`src/rtl/pipe_skid_stage.sv`:
```
// -----------------------------------------------------------------------------
// pipe_skid_stage
//
// This is a generic inter-stage register for the 64-bit RISC-V pipeline. It
// carries one opaque payload of DW bits from an upstream stage to a downstream
// stage. It replaces the fixed-field IF/ID, ID/EX and EX/MEM registers.
//
// A two-entry skid buffer sits between the stages:
//   - main : the entry currently offered downstream. It drives out_data_o.
//   - skid : catches the one payload accepted in the cycle that downstream
//            stalls. This keeps in_ready_o a pure flop output.
//
// Valid/ready handshake, which applies to both sides:
//   - A transfer happens on a rising clock edge where valid and ready are
//     both high.
//   - valid must not depend combinationally on ready.
//   - Once the stage raises out_valid_o, it holds out_valid_o and
//     out_data_o stable until the transfer happens. Flush and reset are the
//     only exceptions.
//   - Upstream data is sampled only on a transfer.
//   - No output of this stage depends combinationally on any input.
//     This means no ready or valid path crosses the stage boundary.
//
// Ports:
//   clk          rising-edge clock
//   rst          asynchronous active-high reset
//   flush_i      synchronous flush; drops every held entry
//   in_valid_i   upstream payload valid
//   in_ready_o   stage can accept (flop)
//   in_data_i    upstream payload [DW-1:0]
//   out_valid_o  payload available downstream (flop)
//   out_ready_i  downstream accepts
//   out_data_o   payload [DW-1:0], the main entry (flop)
//   occupancy_o  entries held: 0, 1 or 2; also the FSM state
//   stall_cnt_o  saturating count of back-pressured cycles [CW-1:0]
// -----------------------------------------------------------------------------
module pipe_skid_stage #(
    parameter int unsigned    DW        = 64,
    parameter logic [DW-1:0]  NOP_VALUE = {DW{1'b0}},
    parameter int unsigned    CW        = 16
) (
    input  logic          clk,
    input  logic          rst,
    input  logic          flush_i,
    input  logic          in_valid_i,
    output logic          in_ready_o,
    input  logic [DW-1:0] in_data_i,
    output logic          out_valid_o,
    input  logic          out_ready_i,
    output logic [DW-1:0] out_data_o,
    output logic [1:0]    occupancy_o,
    output logic [CW-1:0] stall_cnt_o
);

    // The state encoding is the entry count. The state can therefore be
    // exported directly as occupancy.
    typedef enum logic [1:0] {
        ST_EMPTY = 2'd0,
        ST_ONE   = 2'd1,
        ST_FULL  = 2'd2
    } state_t;

    state_t        state_q;
    logic [DW-1:0] main_q;
    logic [DW-1:0] skid_q;
    logic          ready_q;
    logic          valid_q;
    logic [CW-1:0] stall_q;

    logic          in_fire;
    logic          out_fire;

    // Both fire terms use only registered handshake halves from this side.
    assign in_fire  = in_valid_i & ready_q;
    assign out_fire = valid_q & out_ready_i;

    // -------------------------------------------------------------------------
    // Skid FSM
    // ready_q and valid_q are separate flops. Each one is updated in the same
    // branch that moves state_q, so they always agree with the count:
    //   ready_q == (count != 2)
    //   valid_q == (count != 0)
    // -------------------------------------------------------------------------
    always_ff @(posedge clk or posedge rst) begin
        if (rst) begin
            state_q <= ST_EMPTY;
            main_q  <= NOP_VALUE;
            skid_q  <= NOP_VALUE;
            ready_q <= 1'b1;
            valid_q <= 1'b0;
        end else if (flush_i) begin
            // Flush wins over any transition. A handshake that completes in
            // this cycle still happens at the interface, but the accepted
            // payload is dropped here.
            state_q <= ST_EMPTY;
            main_q  <= NOP_VALUE;
            skid_q  <= NOP_VALUE;
            ready_q <= 1'b1;
            valid_q <= 1'b0;
        end else begin
            case (state_q)
                ST_EMPTY: begin
                    if (in_fire) begin
                        main_q  <= in_data_i;
                        state_q <= ST_ONE;
                        valid_q <= 1'b1;
                    end
                end

                ST_ONE: begin
                    if (in_fire && out_fire) begin
                        // Pass-through at full rate: the old main leaves and
                        // the new payload takes its place.
                        main_q <= in_data_i;
                    end else if (in_fire) begin
                        // Downstream stalled in the cycle we accepted a
                        // payload, so park it in the skid entry.
                        skid_q  <= in_data_i;
                        state_q <= ST_FULL;
                        ready_q <= 1'b0;
                    end else if (out_fire) begin
                        main_q  <= NOP_VALUE;
                        state_q <= ST_EMPTY;
                        valid_q <= 1'b0;
                    end
                end

                ST_FULL: begin
                    // in_fire cannot happen here because ready_q is low.
                    if (out_fire) begin
                        main_q  <= skid_q;
                        skid_q  <= NOP_VALUE;
                        state_q <= ST_ONE;
                        ready_q <= 1'b1;
                    end
                end

                default: begin
                    // Encoding 3 is unreachable. Recover to a clean empty stage.
                    state_q <= ST_EMPTY;
                    main_q  <= NOP_VALUE;
                    skid_q  <= NOP_VALUE;
                    ready_q <= 1'b1;
                    valid_q <= 1'b0;
                end
            endcase
        end
    end

    // -------------------------------------------------------------------------
    // Back-pressure stall counter.
    // It counts cycles where a payload is offered but not taken. It holds at
    // its maximum value. Flush does not clear it; only reset does.
    // -------------------------------------------------------------------------
    always_ff @(posedge clk or posedge rst) begin
        if (rst) begin
            stall_q <= '0;
        end else if (valid_q && !out_ready_i && (stall_q != {CW{1'b1}})) begin
            stall_q <= stall_q + 1'b1;
        end
    end

    assign in_ready_o  = ready_q;
    assign out_valid_o = valid_q;
    assign out_data_o  = main_q;
    assign occupancy_o = state_q;
    assign stall_cnt_o = stall_q;

endmodule

```
`config.mk`:
```
export PLATFORM = sky130hd
export DESIGN_NAME = pipe_skid_stage
export DESIGN_NICKNAME = d
export VERILOG_FILES = /design/src/rtl/pipe_skid_stage.sv
export SDC_FILE = /design/constraint.sdc
export NUM_CORES = 1
export LEC_CHECK = 0
export CORE_ASPECT_RATIO = 0.6
export CORE_MARGIN = 3
export CORE_UTILIZATION = 50
export CTS_CLUSTER_DIAMETER = 30
export DETAILED_ROUTE_END_ITERATION = 8
export DONT_BUFFER_PORTS = 1
export HOLD_SLACK_MARGIN = 0.06
export PLACE_DENSITY_LB_ADDON = 0.2
export SLEW_MARGIN = 10
export SYNTH_ARGS = -nofsm -noshare
export SYNTH_HDL_FRONTEND = slang
export SYNTH_SLANG_ARGS = --single-unit
```
`constraint.sdc`:
```
create_clock -name clk -period 4.08 [get_ports clk]
set_input_delay 0.408 -clock clk [delete_from_list [all_inputs] [get_ports clk]]
set_output_delay 0.408 -clock clk [all_outputs]
set_load 0.05 [all_outputs]
```
Word-level counts from Yosys, hierarchy flattened
Cells that the tools add are included.
{"block": "word_totals", "regBits": 148, "input_bits": 69, "output_inout_bits": 84}
{"block": "classes", "add_sub_neg": 1, "n_eq_ne": 14, "muxes": 28, "bitwise": 2, "reduce_logical": 9}
{"op": "$mux 64", "count": 8}
{"op": "$pmux 64 s3", "count": 2}
{"op": "$ne 3x3->1 const B", "count": 6}
{"op": "$add 16x1->16 const B", "count": 1}
{"op": "$ne 16x16->1 const B", "count": 1}
{"op": "$mux 2", "count": 6}
{"op": "$ne 4x4->1 const B", "count": 3}
{"op": "$reduce_and 4->1", "count": 3}
{"op": "$mux 1", "count": 9}
{"op": "$pmux 1 s3", "count": 2}
{"op": "$pmux 2 s3", "count": 1}
{"op": "$reduce_and 5->1", "count": 1}
{"op": "$ne 2x2->1 const B", "count": 2}
{"op": "$logic_and 1x1->1", "count": 3}
{"op": "$and 1x1->1", "count": 2}
{"op": "$eq 2x1->1 const B", "count": 1}
{"op": "$eq 2x2->1 const B", "count": 1}
{"op": "$logic_not 2->1", "count": 1}
{"op": "$logic_not 1->1", "count": 1}

Depth between registers and ports, before layout
Gate-level depths: netlist of run 1.
{"block": "logic_depth", "ltp_word": 6, "ltp_mapped": 8, "depth_no_buf": 5}

Least setup slack after synthesis of run 1
No wires, ideal clock.
{"block": "synth_timing", "path_type": "flip-flop to flip-flop", "startpoint": "reg stall_q[0], in the netlist stall_cnt_o[0]", "endpoint": "reg stall_q[1], in the netlist stall_cnt_o[1]", "arrival_time_ns": 1.755, "t_required_ns": 3.955, "setup_slack_ns": 2.200, "path_stages_with_launch": 6, "path_buffers": 0, "synth_period_minus_slack_ns": 1.880, "path_cell_list": "dfrtp_1 > ha_1 > nand4_1 > nor4_4 > nor2_2 > mux2_4"}
{"block": "synth_between", "elab_chain_len": 2}
{"item": "start, declared", "line": "68", "source": "logic [CW-1:0] stall_q;"}
{"item": "start signal, assigned", "line": "159", "source": "stall_q <= stall_q + 1'b1;"}
{"item": "branches (longest 2 deep; another with $add 16x1->16)"}
Parallel ways; which one is timed is not known.
A chain may end at the register's enable or synchronous reset.

Worst setup path after layout of run 1
{"block": "layout_timing", "startpoint": "reg state_q[1], in the netlist occupancy_o[1]", "endpoint": "reg main_q[63], in the netlist out_data_o[63]"}
{"block": "layout_between", "elab_chain_len": 3}
{"item": "start, declared", "line": "63", "source": "state_t state_q;"}
{"item": "start signal, assigned", "line": "86", "source": "state_q <= ST_EMPTY;"}
{"item": "start signal, assigned", "line": "95", "source": "state_q <= ST_EMPTY;"}
{"item": "start signal, assigned", "line": "105", "source": "state_q <= ST_ONE;"}
{"item": "$eq 2x1->1 (tied with other cells)", "line": "101", "source": "case (state_q)"}
{"item": "$ne 4x4->1 (no source line) (tied with other cells)"}
{"item": "$reduce_and 4->1 (no source line) or $mux 64 (tied branches)"}
{"item": "end signal, assigned", "line": "104", "source": "main_q <= in_data_i;"}
{"item": "end signal, assigned", "line": "114", "source": "main_q <= in_data_i;"}
{"item": "end signal, assigned", "line": "131", "source": "main_q <= skid_q;"}
{"item": "end, declared", "line": "64", "source": "logic [DW-1:0] main_q;"}
Parallel ways exist; a longest one is shown, timed or not.

==> flow_summary.ini, run 1 <==
[status]
status = completed

[place]
placement.setup.worst_slack_ns = 1.50
gp_congestion = 0.767
post-place-cells = 613
placement.io_buffers = 0
dp.final_hpwl_um = 9740

[drt]
vias = 4280
finalWirelength_um = 15500
post_drt_wl_per_cell_um = 24.0
final_antenna_net_count = 0
detailed_router_iteration_count_before_antenna_repair = 5
dr.first_iter.drc_count = 253
drc_markers = 0
routed_via_density = 6.63

[global_routing]
first_global_vias = 4433
global_route_wire_length_before_repair_um = 24900
globalRoute.totalOverflow = 0
maximum_number_of_pins_on_one_net_before_global_route_repair = 91
track_usage_pct = 22.6
antenna_found_initial = 0

[sta]
period_minus_slack_ns = 2.59
setup_slack_ns = 1.49
max_freq_mhz = 387
timing.clock.skew_ns = 0.00912
report.final.setup_viol = 0
tightestPinTransition_ns = 1.10
setup_tns_ns = 0
slew-limit-headroom_pct = 26.4
final_min_period_over_clock_period_pct = 63.4
final_max_slew_viol_count = 0
final_hold_viol_count = 0
unrepaired_setup_endpoints_after_global_routing = false

[pwr]
power.density_cell_area_nw_per_um2 = 588
clkPwrFrac_pct = 37.0
swShare_pct = 35.0
report.power.total_mw = 4.07
cellLeakagePower_nw = 3.14
share_seq_of_total_power_pct = 51.5
p_comb_share_pct = 11.5
cell_internal_pwr_mw = 2.65
ir_worst_vdd_mv = 0.352
net_load_switching_power_mw = 1.42

[logic_synthesis]
proportion_of_synthesized_chip_area_in_sequential_cells_pct = 58.8
synth_enable_flop_cells = 0
syn_nets = 551
synth_xor_xnor_area_share_pct = 1.53
synth.area.top_cells = dfrtp_1, o2bb2ai_1, a22o_1
yosys-mux-area-fraction_pct = 0.576
synth_cell_types = 50
synth_fa_ha_area_share_pct = 0.199
yosysTopAreaCellShare_pct = 58.4
area_fraction_in_and_or_nand_and_nor_cells_after_synthesis_pct = 6.21
synthesis.area_um2 = 6300
synth_warn = 0
combinational_family_with_the_most_area_after_synthesis = compound AO/OA/AOI/OAI gates
syn-instance-count = 481
synthesized_area_per_cell_um2 = 13.1
ys_seq_elements = 148
synth-main-ff-cell = dfrtp_1
post-synth-top-count-cell = dfrtp_1
synthDominantAreaCellType = dfrtp_1
netlist_top_cells_count = dfrtp_1, a22oi_1, o2bb2ai_1, a22o_1, buf_2
synth_area_in_compound_gates_pct = 27.8
synth-async-reset-ratio_pct = 100

[die]
die_width_um = 151
rows = 31
pin_count = 153
fp.dieArea_um2 = 14000
die-height_um = 93.0
core_area_um2 = 12200
start_util_pct = 51.7

[worst_setup_path]
path_class = reg2reg
worst_setup_path_end_kind = flop
startpoint = occupancy_o[1]
r2r_setup_slack_ns = 1.49
endpoint_of_the_most_critical_register_to_register_path = out_data_o[63]
worstPathArrival_ns = 2.91
startpoint_of_the_worst_slack_reg_to_reg_timing_path = occupancy_o[1]
crit_required_ns = 4.40
ff2ff_path_depth = 5
cp-endpoint = out_data_o[63]
timing.critical_path.fanout_max = 36
timing.critical_path.from_type = flop

[clocking]
cts_hold_repair.buffers = 1
cts_htree_levels = 4
clock_buffers_created_by_tritoncts = 17
cts-resized-gates = 0
numClockSinks = 148
tritoncts_clock_tree = yes
ctsLongestPathBuffers = 2
clkSlewWorstSetupHoldPaths_ns = 0.06
clk_lat_worst_skew_ns = 0.41
postCtsSetupBuffers = 0
cts-root-buf = clkbuf_16

[final_layout]
final_net_count = 538
finish.utilization_pct = 56.9
diodes = 0
area.growth.synth_to_final_pct = 9.97
layout-drive-gt1-share_pct = 13.7
final-instance-count-excl-fill = 646

[min_path]
timing.hold.worst.class = in2async

[flow_run]
max_cap_violations = 0
==> final cells by class <==
class	instances	area, um^2
clock buffer	19	453
fill	1018	5250
sequential	148	3700
timing repair buffer	12	118
multi-input combinational	288	2320
tap	165	206
clock inverter	13	124
inverter	1	7.51
==> worst min path at each step <==
stage                                 to  slack (ns)  depth (start not counted)
final                     out_data_o[23]        0.10                          2
after global routing          in_ready_o        0.10                          1
after CTS                     in_ready_o         0.1                          1
after detailed placement  occupancy_o[0]        0.48                          1
after global placement       out_valid_o        0.48                          1
after floorplan                skid_q[0]        0.47                          1
==> metrics by stage <==
step / hold slack, ns / instance area (um^2)
finish: 0.103 / 6930
global route: 0.103 / 6930
CTS: 0.0950 / 6930
detailed placement: 0.478 / 6340
global placement: 0.476 / 6340
floorplan: 0.473 / 6310
==> placed cells by master (no fill, tap or decap), drive strengths merged, types with 3 or more instances in the layout <==
master,count
nand2b,4
buf,11
nand3,6
clkinvlp,4
nor3,4
clkbuf,19
clkinv,5
a21oi,11
o21bai,3
xor2,7
a22o,64
xnor2,4
nand4,7
nor2,10
nand2,8
dfrtp,147
nand4b,3
inv,4
a22oi,64
o2bb2ai,64
nor4,4
==> power by group through the flow <==
stage                     Clock (mW)  Sequential [mW]  Combinational, mW
after global placement             0             2.12              0.456
after global routing            1.62             2.12              0.518
after floorplan                    0             2.07              0.393
final                           1.51             2.10              0.468
after detailed placement           0             2.13              0.470
after CTS                       1.54             2.10              0.473
==> sequential cells by signal, summed over array words and instances, names as in the netlist <==
| signal | count |
|---|---|
| occupancy_o | 2 |
| out_valid_o | 1 |
| stall_cnt_o | 16 |
| in_ready_o | 1 |
| out_data_o | 64 |
| skid_q | 64 |
==> cell families (layout without fill, tap and decap cells) <==
kind of cell | after synthesis | in the layout
fa+ha+maj | 1 | 1
simple gates | 62 | 62
buf+inv | 45 | 45
compound gates | 211 | 211
mux | 3 | 3
xor+xnor | 11 | 11
flops | 148 | 148
==> critical path, cell delays in order (launching register included) <==
cell	delay, ns
dfrtp_1	0.85
and2b_2	0.71
o21ai_1	0.20
a21oi_4	0.16
buf_4	0.39
o2bb2ai_1	0.17
==> metal layers <==
layer | wire [um] | GRT usage, % | part of all wire (%)
met1 | 6880 | 32.5 | 44
met5 | 0 | 0 | 0
met2 | 6630 | 31.2 | 43
met3 | 1870 | 9.73 | 12
met4 | 104 | 6.33 | 0.67
No activity file was read; power rests on OpenSTA's default activity.
==> inputs of run 2 (changes only) <==
==> constraint.sdc (replaced) <==
create_clock -name clk -period 2.3 [get_ports clk]
set_input_delay 0.23 -clock clk [delete_from_list [all_inputs] [get_ports clk]]
set_output_delay 0.23 -clock clk [all_outputs]
set_load 0.05 [all_outputs]
==> flow_summary.ini, run 2 (synthesis gave the netlist of run 1 again) <==
[die]
die-height_um = 93.0
core_area_um2 = 12200
die_width_um = 151
rows = 31
pin_count = 153
start_util_pct = 51.7
fp.dieArea_um2 = 14000

[worst_setup_path]
startpoint = occupancy_o[1]
worstPathArrival_ns = 2.18
endpoint_of_the_most_critical_register_to_register_path = out_data_o[12]
timing.critical_path.fanout_max = 55
ff2ff_path_depth = 5
crit_required_ns = 2.62
r2r_setup_slack_ns = 0.43
worst_setup_path_end_kind = flop
path_class = reg2reg
startpoint_of_the_worst_slack_reg_to_reg_timing_path = occupancy_o[1]
timing.critical_path.from_type = flop

[final_layout]
diodes = 0
layout-drive-gt1-share_pct = 15.2
fill_cells = 947
area.growth.synth_to_final_pct = 24.1
final_net_count = 628
layout.cells.most_common = dfrtp_1
commonest_cells_after_routing_fill_and_taps_aside = dfrtp_1, dlygate4sd3_1, a22oi_1, o2bb2ai_1, a22o_1

[global_routing]
track_usage_pct = 24.4
first_global_vias = 4972
global_route_wire_length_before_repair_um = 27100
globalRoute.totalOverflow = 0
grtUsageMet2_pct = 35.3
grt_util_met1_pct = 34.7
grt_busiest_layer = met2
global_route.usage.met3_pct = 7.87
antenna_found_initial = 0
maximum_number_of_pins_on_one_net_before_global_route_repair = 56

[pwr]
cellLeakagePower_nw = 3.56
ir_worst_vdd_mv = 0.521
power.density_cell_area_nw_per_um2 = 979

[sta]
slew-limit-headroom_pct = 52.8
final_hold_viol_count = 0
period_minus_slack_ns = 1.87
timing.clock.skew_ns = 0.0122
tightestPinTransition_ns = 0.707
final.hold.worst_slack_ns = 0.0843
max_freq_mhz = 535
final_min_period_over_clock_period_pct = 81.2
unrepaired_setup_endpoints_after_global_routing = false
report.final.setup_viol = 0
final_max_slew_viol_count = 0
setup_tns_ns = 0

[clocking]
clkSlewWorstSetupHoldPaths_ns = 0.06
postCtsSetupBuffers = 0
clock_buffers_created_by_tritoncts = 17
cts-resized-gates = 0
ctsLongestPathBuffers = 2
cts_hold_repair.buffers = 67
cts-root-buf = clkbuf_16
clk_lat_worst_skew_ns = 0.41
numClockSinks = 148
cts_htree_levels = 4
tritoncts_clock_tree = yes

[min_path]
holdCritStartpoint = in_data_i[22]
timing.hold.worst.class = in2reg
worstHoldPathCells = 2
hold_end = out_data_o[22]

[status]
status = completed

[drt]
finalWirelength_um = 16500
dr.first_iter.drc_count = 375
routed_via_density = 6.36
post_drt_wl_per_cell_um = 22.5
final_antenna_net_count = 0
drc_markers = 0
vias = 4678
detailed_router_iteration_count_before_antenna_repair = 5

[place]
dp.final_hpwl_um = 10300
placement.io_buffers = 0
gp_congestion = 0.820

[flow_run]
max_cap_violations = 0
-- run 2: changes by cell type in the layout (fill, tap and decap cells not counted), sizes merged --
cell	previous run	this run
clkinvlp	4	3
bufinv	1	4
inv	4	1
clkbuf	19	20
dlygate4sd3	1	67
buf	11	35
-- run 2: area by class of cell --
class                   count  area [um^2]  share of cell area (%)
flip-flops and latches    148         3700                    47.4
multi-input cells         288         2320                    29.6
repair buffers            102          971                    12.4
clock buffers              20          437                    5.58
well taps                 165          206                    2.64
clock inverters            12          180                    2.30
inverters                   1         7.51                  0.0960
-- run 2: worst max-delay path, cell delays in order, from the launching register on --
cell and delay (ns):
dfrtp_1 0.50, nor2b_1 0.26, o21ai_1 0.15, a21oi_4 0.34
buf_12 0.30, o2bb2ai_1 0.17
-- run 2: report_power, final --
| group | switching [mW] | leakage, nW | internal, mW |
|---|---|---|---|
| combinational | 0.845 | 1.25 | 0.460 |
| sequential | 0.639 | 2.02 | 2.83 |
| clock | 1.06 | 0.295 | 1.82 |
-- run 2: how the worst max path moves through the flow --
stage,endpoint
6_report,out_data_o[12]
3_3_place_gp,out_data_o[2]
5_1_grt,out_data_o[25]
3_5_place_dp,out_data_o[22]
2_1_floorplan,occupancy_o[0]
4_1_cts,out_data_o[22]
-- run 2: metal layers --
layer,vias to the layer above,wire [um]
met4,0,238
met2,201,7590
li1,2045,-
met3,20,1430
met1,2412,7270
met5,-,0
-- run 2: stage by stage --
| stage | worst slack, ns | utilization (%) | instances | total power, mW | area [um^2] |
|---|---|---|---|---|---|
| final | 0.431 | 64.2 | 736 | 7.66 | 7820 |
| after global routing | 0.275 | 64.2 | 736 | 7.98 | 7820 |
| after detailed placement | 0.440 | 53.7 | 637 | 4.70 | 6540 |
| after floorplan | 0.210 | - | 481 | 4.37 | 6310 |
| after global placement | 0.573 | 53.7 | 637 | 4.66 | 6540 |
| after CTS | 0.435 | 64.2 | 736 | 7.73 | 7820 |
